==> src/rtl/mc_control_fsm.sv <==
// -----------------------------------------------------------------------------
// mc_control_fsm
//
// Multicycle main controller. Steps the shared datapath (PC, IR, register
// file, memory, ALU) through one instruction at a time and is the only source
// of ALU operation selects.
//
// Ports
//   clk         system clock, rising edge
//   reset       asynchronous, active-high reset (returns to FETCH)
//   opcode      IR[31:26]
//   funct       IR[5:0]
//   zero        ALU zero flag
//   pc_en       PC load enable, pc_write | (branch_eq & zero) | (branch_ne & ~zero)
//   iord        memory address select: 0 = PC, 1 = ALUOut
//   mem_write   memory write strobe
//   ir_write    instruction register load
//   reg_write   register file write
//   reg_dst     write register: 0 = rt, 1 = rd
//   mem_to_reg  write data: 0 = ALUOut, 1 = MDR
//   alu_src_a   00 = PC, 01 = A, 10 = zero-extended shamt
//   alu_src_b   00 = B, 01 = PC_INC, 10 = ext(imm), 11 = signext(imm) << 2
//   ext_sel     immediate extension: 0 = sign, 1 = zero
//   pc_src      00 = ALU result, 01 = ALUOut, 10 = jump target
//   alu_sel     ALU op select
//   illegal     one-cycle pulse in DECODE for an unsupported opcode/funct
//   state_o     current state, for debug
// -----------------------------------------------------------------------------
module mc_control_fsm #(
  parameter int unsigned PC_INC = 4
) (
  input  logic       clk,
  input  logic       reset,
  input  logic [5:0] opcode,
  input  logic [5:0] funct,
  input  logic       zero,
  output logic       pc_en,
  output logic       iord,
  output logic       mem_write,
  output logic       ir_write,
  output logic       reg_write,
  output logic       reg_dst,
  output logic       mem_to_reg,
  output logic [1:0] alu_src_a,
  output logic [1:0] alu_src_b,
  output logic       ext_sel,
  output logic [1:0] pc_src,
  output logic [3:0] alu_sel,
  output logic       illegal,
  output logic [3:0] state_o
);

  // The datapath hard-wires the alu_src_b = 01 constant.
  if (PC_INC != 4) begin : g_pc_inc_check
    $error("mc_control_fsm: PC_INC must match the datapath constant 4");
  end

  typedef enum logic [3:0] {
    FETCH    = 4'd0,
    DECODE   = 4'd1,
    MEMADR   = 4'd2,
    MEMRD    = 4'd3,
    MEMWB    = 4'd4,
    MEMWR    = 4'd5,
    RTYPE_EX = 4'd6,
    RTYPE_WB = 4'd7,
    BRANCH   = 4'd8,
    IMM_EX   = 4'd9,
    IMM_WB   = 4'd10,
    JUMP     = 4'd11
  } state_t;

  localparam logic [3:0] ALU_ADD = 4'b0010;
  localparam logic [3:0] ALU_SUB = 4'b0000;
  localparam logic [3:0] ALU_SLL = 4'b0011;
  localparam logic [3:0] ALU_SRA = 4'b0111;
  localparam logic [3:0] ALU_AND = 4'b1000;
  localparam logic [3:0] ALU_OR  = 4'b1001;
  localparam logic [3:0] ALU_XOR = 4'b1010;

  localparam logic [5:0] OP_RTYPE = 6'b000000;
  localparam logic [5:0] OP_LW    = 6'b100011;
  localparam logic [5:0] OP_SW    = 6'b101011;
  localparam logic [5:0] OP_BEQ   = 6'b000100;
  localparam logic [5:0] OP_BNE   = 6'b000101;
  localparam logic [5:0] OP_ADDI  = 6'b001000;
  localparam logic [5:0] OP_ANDI  = 6'b001100;
  localparam logic [5:0] OP_ORI   = 6'b001101;
  localparam logic [5:0] OP_J     = 6'b000010;

  localparam logic [5:0] FN_ADD = 6'b100000;
  localparam logic [5:0] FN_SUB = 6'b100010;
  localparam logic [5:0] FN_AND = 6'b100100;
  localparam logic [5:0] FN_OR  = 6'b100101;
  localparam logic [5:0] FN_XOR = 6'b100110;
  localparam logic [5:0] FN_SLL = 6'b000000;
  localparam logic [5:0] FN_SRA = 6'b000011;

  state_t state;
  state_t nxt;

  // Registered copies of the per-state outputs
  logic       iord_r;
  logic       mem_write_r;
  logic       ir_write_r;
  logic       reg_write_r;
  logic       reg_dst_r;
  logic       mem_to_reg_r;
  logic [1:0] alu_src_a_r;
  logic [1:0] alu_src_b_r;
  logic       ext_sel_r;
  logic [1:0] pc_src_r;
  logic [3:0] alu_sel_r;
  logic       pc_write_r;
  logic       branch_eq_r;
  logic       branch_ne_r;

  // Instruction decode
  logic       funct_legal;
  logic       funct_shift;
  logic [3:0] rtype_alu;
  logic       op_legal;
  logic [3:0] imm_alu;
  logic       imm_zext;

  always_comb begin
    funct_legal = 1'b1;
    funct_shift = 1'b0;
    rtype_alu   = ALU_ADD;
    case (funct)
      FN_ADD:  rtype_alu = ALU_ADD;
      FN_SUB:  rtype_alu = ALU_SUB;
      FN_AND:  rtype_alu = ALU_AND;
      FN_OR:   rtype_alu = ALU_OR;
      FN_XOR:  rtype_alu = ALU_XOR;
      FN_SLL: begin
        rtype_alu   = ALU_SLL;
        funct_shift = 1'b1;
      end
      FN_SRA: begin
        rtype_alu   = ALU_SRA;
        funct_shift = 1'b1;
      end
      default: funct_legal = 1'b0;
    endcase
  end

  always_comb begin
    imm_alu  = ALU_ADD;
    imm_zext = 1'b0;
    case (opcode)
      OP_ANDI: begin
        imm_alu  = ALU_AND;
        imm_zext = 1'b1;
      end
      OP_ORI: begin
        imm_alu  = ALU_OR;
        imm_zext = 1'b1;
      end
      default: begin
        imm_alu  = ALU_ADD;
        imm_zext = 1'b0;
      end
    endcase
  end

  always_comb begin
    case (opcode)
      OP_LW, OP_SW, OP_BEQ, OP_BNE,
      OP_ADDI, OP_ANDI, OP_ORI, OP_J: op_legal = 1'b1;
      OP_RTYPE:                       op_legal = funct_legal;
      default:                        op_legal = 1'b0;
    endcase
  end

  // Next-state logic
  always_comb begin
    nxt = FETCH;
    case (state)
      FETCH:  nxt = DECODE;
      DECODE: begin
        case (opcode)
          OP_LW, OP_SW:            nxt = MEMADR;
          OP_RTYPE:                nxt = funct_legal ? RTYPE_EX : FETCH;
          OP_BEQ, OP_BNE:          nxt = BRANCH;
          OP_ADDI, OP_ANDI, OP_ORI: nxt = IMM_EX;
          OP_J:                    nxt = JUMP;
          default:                 nxt = FETCH;
        endcase
      end
      MEMADR:   nxt = (opcode == OP_LW) ? MEMRD : MEMWR;
      MEMRD:    nxt = MEMWB;
      MEMWB:    nxt = FETCH;
      MEMWR:    nxt = FETCH;
      RTYPE_EX: nxt = RTYPE_WB;
      RTYPE_WB: nxt = FETCH;
      BRANCH:   nxt = FETCH;
      IMM_EX:   nxt = IMM_WB;
      IMM_WB:   nxt = FETCH;
      JUMP:     nxt = FETCH;
      default:  nxt = FETCH;
    endcase
  end

  // State register with outputs registered from the next state, so each
  // output register always holds the value belonging to the current state.
  // The reset values are therefore the FETCH outputs; write strobes are
  // separately masked while reset is high.
  always_ff @(posedge clk or posedge reset) begin
    if (reset) begin
      state        <= FETCH;
      iord_r       <= 1'b0;
      mem_write_r  <= 1'b0;
      ir_write_r   <= 1'b1;
      reg_write_r  <= 1'b0;
      reg_dst_r    <= 1'b0;
      mem_to_reg_r <= 1'b0;
      alu_src_a_r  <= 2'b00;
      alu_src_b_r  <= 2'b01;
      ext_sel_r    <= 1'b0;
      pc_src_r     <= 2'b00;
      alu_sel_r    <= ALU_ADD;
      pc_write_r   <= 1'b1;
      branch_eq_r  <= 1'b0;
      branch_ne_r  <= 1'b0;
    end else begin
      state        <= nxt;
      iord_r       <= 1'b0;
      mem_write_r  <= 1'b0;
      ir_write_r   <= 1'b0;
      reg_write_r  <= 1'b0;
      reg_dst_r    <= 1'b0;
      mem_to_reg_r <= 1'b0;
      alu_src_a_r  <= 2'b00;
      alu_src_b_r  <= 2'b00;
      ext_sel_r    <= 1'b0;
      pc_src_r     <= 2'b00;
      alu_sel_r    <= ALU_ADD;
      pc_write_r   <= 1'b0;
      branch_eq_r  <= 1'b0;
      branch_ne_r  <= 1'b0;
      case (nxt)
        FETCH: begin
          ir_write_r  <= 1'b1;
          alu_src_b_r <= 2'b01;
          pc_write_r  <= 1'b1;
        end
        DECODE: begin
          alu_src_b_r <= 2'b11;
        end
        MEMADR: begin
          alu_src_a_r <= 2'b01;
          alu_src_b_r <= 2'b10;
        end
        MEMRD: begin
          iord_r <= 1'b1;
        end
        MEMWB: begin
          reg_write_r  <= 1'b1;
          mem_to_reg_r <= 1'b1;
        end
        MEMWR: begin
          iord_r      <= 1'b1;
          mem_write_r <= 1'b1;
        end
        RTYPE_EX: begin
          alu_src_a_r <= funct_shift ? 2'b10 : 2'b01;
          alu_sel_r   <= rtype_alu;
        end
        RTYPE_WB: begin
          reg_write_r <= 1'b1;
          reg_dst_r   <= 1'b1;
        end
        BRANCH: begin
          alu_src_a_r <= 2'b01;
          alu_sel_r   <= ALU_SUB;
          pc_src_r    <= 2'b01;
          branch_eq_r <= (opcode == OP_BEQ);
          branch_ne_r <= (opcode == OP_BNE);
        end
        IMM_EX: begin
          alu_src_a_r <= 2'b01;
          alu_src_b_r <= 2'b10;
          alu_sel_r   <= imm_alu;
          ext_sel_r   <= imm_zext;
        end
        IMM_WB: begin
          reg_write_r <= 1'b1;
        end
        JUMP: begin
          pc_src_r   <= 2'b10;
          pc_write_r <= 1'b1;
        end
        default: begin
        end
      endcase
    end
  end

  // Strobes are suppressed during reset and in any unused state encoding.
  logic run;
  assign run = ~reset & (state <= JUMP);

  assign pc_en      = run & (pc_write_r | (branch_eq_r & zero) | (branch_ne_r & ~zero));
  assign mem_write  = run & mem_write_r;
  assign ir_write   = run & ir_write_r;
  assign reg_write  = run & reg_write_r;
  assign iord       = iord_r;
  assign reg_dst    = reg_dst_r;
  assign mem_to_reg = mem_to_reg_r;
  assign alu_src_a  = alu_src_a_r;
  assign alu_src_b  = alu_src_b_r;
  assign ext_sel    = ext_sel_r;
  assign pc_src     = pc_src_r;
  assign alu_sel    = alu_sel_r;
  assign illegal    = ~reset & (state == DECODE) & ~op_legal;
  assign state_o    = state;

endmodule

==> config.mk <==
export PLATFORM = sky130hd
export DESIGN_NAME = mc_control_fsm
export DESIGN_NICKNAME = d
export VERILOG_FILES = /design/src/rtl/mc_control_fsm.sv
export SDC_FILE = /design/constraint.sdc
export NUM_CORES = 1
export LEC_CHECK = 0
export BUFFER_PORTS_ARGS = -buffer_cell sky130_fd_sc_hd__buf_2
export CAP_MARGIN = 20
export CORE_ASPECT_RATIO = 1.1
export CORE_UTILIZATION = 52
export CTS_BUF_LIST = sky130_fd_sc_hd__clkbuf_4
export CTS_CLUSTER_SIZE = 28
export DETAILED_ROUTE_END_ITERATION = 10
export PLACE_DENSITY_LB_ADDON = 0.25
export REMOVE_ABC_BUFFERS = 1
export SLEW_MARGIN = 15
export SYNTH_ARGS = -nofsm -noshare
export SYNTH_HDL_FRONTEND = slang
export SYNTH_SLANG_ARGS = --single-unit
==> constraint.sdc <==
create_clock -name clk -period 2.35 [get_ports clk]
set_clock_uncertainty 0.05 [all_clocks]
set_input_delay 0.47 -clock clk [delete_from_list [all_inputs] [get_ports clk]]
set_output_delay 0.47 -clock clk [all_outputs]
set_load 0.005 [all_outputs]
==> results of run 1 <==
Yosys cell counts, types with 3 or more instances:
cell | instances | area share [%]
dfrtp_1 | 20 | 41
nor2_1 | 11 | 3.4
nand2_1 | 9 | 2.8
nand3_1 | 8 | 3.3
inv_1 | 6 | 1.9
nor3_1 | 6 | 2.5
and3_1 | 5 | 2.6
and2_1 | 4 | 2.1
dfstp_2 | 4 | 8.6
nor2b_1 | 4 | 2.1
nor3b_1 | 4 | 2.5
a21oi_1 | 3 | 1.2
clkbuf_1 | 3 | 0.93
nor4_1 | 3 | 1.5
o21ai_0 | 3 | 1.2
critical path, delay by kind of cell, from the launching register on:
family        cells  cell delay, ns
simple gates      4            0.68
flops             1            0.51
buf+inv           1            0.15
worst max-delay path by stage:
| stage | depth (start not counted) | end | start |
|---|---|---|---|
| floorplan | 6 | alu_src_b[1]$_DFF_PP0_ | opcode[1] |
| global placement | 7 | alu_src_b[1]$_DFF_PP0_ | opcode[1] |
| detailed placement | 7 | alu_src_b[1]$_DFF_PP0_ | opcode[1] |
| CTS | 5 | illegal | state_o[2]$_DFF_PP0_ |
| global route | 5 | illegal | state_o[2]$_DFF_PP0_ |
| finish | 5 | illegal | state_o[2]$_DFF_PP0_ |
cells by family after synthesis:
family	Yosys count
AOI/OAI and AO/OA	20
xor gates and xnor gates	2
buffers and inverters	12
muxes	2
DFF	24
and+or+nand+nor	65
per-stage QoR:
step                power [mW]  setup WS, ns  instance area [µm²]  cells  hold WS (ns)
global placement          1.06         0.207                 1430    189         0.528
CTS                       1.26         0.180                 1460    192         0.207
global route              1.35        0.0786                 1460    192         0.218
finish                    1.25         0.180                 1460    192         0.194
detailed placement        1.08         0.132                 1430    189         0.550
floorplan                0.902         0.411                 1190    120         0.440
final cells by class:
| cell class | count | area [µm²] |
|---|---|---|
| Multi-Input combinational cell | 89 | 563 |
| Inverter | 7 | 26.3 |
| Fill cell | 194 | 774 |
| Timing Repair Buffer | 39 | 200 |
| Clock buffer | 3 | 22.5 |
| Sequential cell | 24 | 606 |
| Tap cell | 30 | 37.5 |
power groups by stage:
stage	clock [mW]	sequential, mW	combinational, mW
2_1_floorplan	0	0.593	0.308
3_3_place_gp	0	0.595	0.467
3_5_place_dp	0	0.600	0.480
4_1_cts	0.180	0.591	0.485
5_1_grt	0.191	0.611	0.546
6_report	0.176	0.592	0.483
layer usage:
metal / up-vias / part of all wire, % / wire length (µm)
li1: 522 / - / -
met1: 472 / 46 / 1110
met2: 42 / 47 / 1150
met3: 5 / 4.8 / 117
met4: 0 / 2.1 / 50
met5: - / 0 / 0
==> run metrics, run 1 <==
status=complete, no violations; max-cap check violation count=0; commonest non-fill, non-tap cell in the layout=buf_2; crit-path cells=nor2_1 -> and3_1 -> nand3_1 -> nor3b_1 -> buf_2; GR Util met3=2.07%; number of global-route vias before repair=910; Req. time, crit path=1.83 ns; Worst Setup Path Type=flop to output pin; Sw Ratio=36.7%; post-synthesis mux area share=1.75%; Slew headroom=68.5%; Worst VDD drop=0.000429 V; Initial Utilization=54.5%; Final #Nets=179; P_int=0.792 mW; Post CTS Setup Buffer Count=0; combinational share of power=38.6%; CP max stage delay=0.51 ns; Worst-Margin Slew=0.471 ns; Total GRT Usage=22.3%; launch point of the worst reg-to-reg path=state_o[1]$_DFF_PP0_; post-synthesis xor/xnor area fraction=1.44%; deepest clock path buffer count=2; CTS root buf=clkbuf_4; largest net degree at the start of global routing=25; syn avg cell area=9.73 µm²; Worst path slowest cell=dfrtp_1; Most used DFF post-synth=dfrtp_1; WL/cell=12.7 µm; overall routed net length=2430 µm; DRT antenna net count=0; PortBufs=37; Resize count post-CTS=0; # H-tree levels=1; Rows=18; Ports=38; GR Layer Usage met1=30.8%; TNS Setup=0 ns; FFs w/ async S/R, synth=100%; DIE WIDTH=48.1 µm; global routing's busiest layer=met2; Sequential Power Share=47.3%; post-synthesis cell area=1220 µm²; CTS tree=done; RSZ-0062 raised after global routing=no; Reg clk slew, reported paths=0.12 ns; hold crit path type=primary input to async pin; Pwr Density=860 nW/µm²; TritonRoute pass-1 iters=4; cts hold-fix bufs=0; sequential area share after synthesis=49.8%; Fmax=461 MHz; Synth Area in Compound Gates=12.6%; post-synthesis cell type count=42; initial antenna violation count=0; Max Slew Vio Count=0; initial DRC count=36; Net Switching=0.460 mW; Post-synth EDFFs=0; R2R cell count=6; Yosys Warn Count=0; post-synthesis register bit count=24; largest family of logic cells by synthesized area=simple AND/OR/NAND/NOR gates; fin crit share=92.3%; first-pass GRT wire length=4000 µm; Clk pwr share=14.1%; DPL Wire Length=1850 µm; ANT cells=0; final hold violation count=0; kind of end point of the critical path=output pin; Startpoint Class=flop; Tmin final=2.17 ns; core area=2230 µm²; ratio of cells with drive above 1 in the final layout=33.3%; via/cell ratio=5.42; CTS Buf Count=3; register-to-register setup slack=0.43 ns; area grow syn2layout=19.7%; GPL Wtd Cong=0.801; Clk Latency, worst-skew pair=0.32 ns; overall die height=52.7 µm; Util after Layout=65.3%; Die Footprint=2540 µm²; Post-route DRC=0; Synth Area in Simple Gates=30.6%; static leakage=0.737 nW; CTS sink cnt=24; Arr. time, crit path=1.65 ns; Post-Synthesis Cells=125; critical-path maximum fanout=10; Synth Area in Adders=0%; RR Endpoint=pc_write_r$_DFF_PP1_; Setup-failing EPs final=0; GRT overflow=0; most frequent cells in the layout=buf_2 (37), dfrtp_1 (20), nor2_1 (11), nand2_1 (9), nand3_1 (8); vias=1041; met2 GRT Util=35.4%
(Power assumes the default switching activity.)
==> run 2, diff against run 1 <==
--- a/config.mk
+++ b/config.mk
@@ -8,8 +8,8 @@
 export BUFFER_PORTS_ARGS = -buffer_cell sky130_fd_sc_hd__buf_2
 export CAP_MARGIN = 20
 export CORE_ASPECT_RATIO = 1.1
-export CORE_UTILIZATION = 52
-export CTS_BUF_LIST = sky130_fd_sc_hd__clkbuf_4
+export CORE_UTILIZATION = 50
+export CTS_BUF_LIST = sky130_fd_sc_hd__clkbuf_16
 export CTS_CLUSTER_SIZE = 28
 export DETAILED_ROUTE_END_ITERATION = 10
 export PLACE_DENSITY_LB_ADDON = 0.25
==> run 2 against run 1 <==
Effect of this change: hold slack better by 0.072 ns; design area is 3.6% higher; via count is 3.2% higher; utilization is 1.0 points higher; power is 15% higher; sequential power about the same; sequential share of layout area shrank 1.5 points; critical path type unchanged; critical endpoint unchanged.
==> run metrics, run 2 (synthesis results as in run 1) <==
Final #Nets=179; DPL Wire Length=1920 µm; most frequent cells in the layout=buf_2 (37), dfrtp_1 (20), nor2_1 (11), nand2_1 (9), nand3_1 (8); fin crit share=93.0%; Arr. time, crit path=1.67 ns; CTS root buf=clkbuf_16; Setup-failing EPs final=0; Clk Latency, worst-skew pair=0.25 ns; Max Slew Vio Count=0; number of global-route vias before repair=1018; Startpoint Class=flop; hold crit path type=primary input to async pin; Post CTS Setup Buffer Count=0; overall routed net length=2580 µm; R2R cell count=6; Worst Setup Path Type=flop to output pin; met2 wire length=1320 µm; status=complete, no violations; Worst-Margin Slew=0.390 ns; kind of end point of the critical path=output pin; metal1 wirelength=1090 µm; vias=1074; Req. time, crit path=1.83 ns; DR WL met3=118 µm; placed standard-cell area=1430 µm²; CTS tree=done; first-pass GRT wire length=4400 µm; overall die height=53.7 µm; RR Endpoint=pc_write_r$_DFF_PP1_; register-to-register setup slack=0.50 ns; DIE WIDTH=49.0 µm; Reg clk slew, reported paths=0.06 ns; critical-path maximum fanout=10; area grow syn2layout=24.0%; Post-route DRC=0; Die Footprint=2630 µm²; launch point of the worst reg-to-reg path=state_o[2]$_DFF_PP0_; Resize count post-CTS=0; final hold violation count=0; static leakage=0.760 nW; Non-Filler Instances=192; Ports=38; Worst VDD drop=0.000439 V; WL/cell=13.4 µm; max-cap check violation count=0; Placed Cells incl. Taps=189; initial antenna violation count=0; deepest clock path buffer count=2; ANT cells=0; initial DRC count=36; largest net degree at the start of global routing=25; top sig layer=met4; core area=2270 µm²; # H-tree levels=1; ratio of cells with drive above 1 in the final layout=33.3%; RSZ-0062 raised after global routing=no; TNS Setup=0 ns; Total GRT Usage=22.4%; Hold WS=0.267 ns; TritonRoute pass-1 iters=4; via/cell ratio=5.59; GPL Wtd Cong=0.861; PortBufs=37; DRT antenna net count=0; Pwr Density=953 nW/µm²; Rows=18; CTS sink cnt=24; cts hold-fix bufs=0; Design Area, Final=1510 µm²; Slew headroom=73.9%; Tmin final=2.19 ns; Initial Utilization=53.5%; GRT overflow=0; commonest non-fill, non-tap cell in the layout=buf_2; CTS Buf Count=3; Fmax=457 MHz; Final Power=1.44 mW
-- run 2: changes by cell type in the layout (fill, tap and decap cells not counted) --
cell	before	now
clkbuf_16	0	3
clkbuf_4	3	0
-- run 2: metrics by stage --
stage	setup WS (ns)	util, %
detailed placement	0.158	63.0
global placement	0.211	63.0
CTS	0.178	66.3
global route	0.0553	66.3
floorplan	0.411	-
finish	0.164	66.3
-- run 2: worst max path at each step --
stage	startpoint	to	depth (start not counted)
2_1_floorplan	opcode[1]	alu_src_b[1]$_DFF_PP0_	6
3_3_place_gp	opcode[1]	alu_src_b[1]$_DFF_PP0_	7
3_5_place_dp	opcode[0]	alu_src_b[1]$_DFF_PP0_	7
4_1_cts	state_o[2]$_DFF_PP0_	illegal	5
5_1_grt	state_o[2]$_DFF_PP0_	illegal	5
6_report	state_o[2]$_DFF_PP0_	illegal	5
-- run 2: where the power goes --
group / switching (mW) / total, mW / internal (mW)
combinational: 0.273 / 0.488 / 0.215
clock: 0.128 / 0.353 / 0.225
sequential: 0.0766 / 0.595 / 0.519
total: 0.478 / 1.44 / 0.958
-- run 2: area by class of cell --
type	count	area, µm²
multi-input cells	89	563
inverters	7	26.3
flip-flops and latches	24	606
well taps	30	37.5
repair buffers	39	200
fillers	197	767
clock buffers	3	75.1
-- run 2: metal layers --
layer | vias to the layer above | GRT usage [%]
met2 | 41 | 40.5
met3 | 5 | 3.11
met5 | - | 0
met1 | 509 | 26.5
met4 | 0 | 11.8
li1 | 519 | -
-- run 2: critical path, cell delays in order (launching register included) --
cell and delay (ns):
dfrtp_1 0.50, nor2_1 0.29, and3_1 0.20, nand3_1 0.07
nor3b_1 0.20, buf_2 0.15
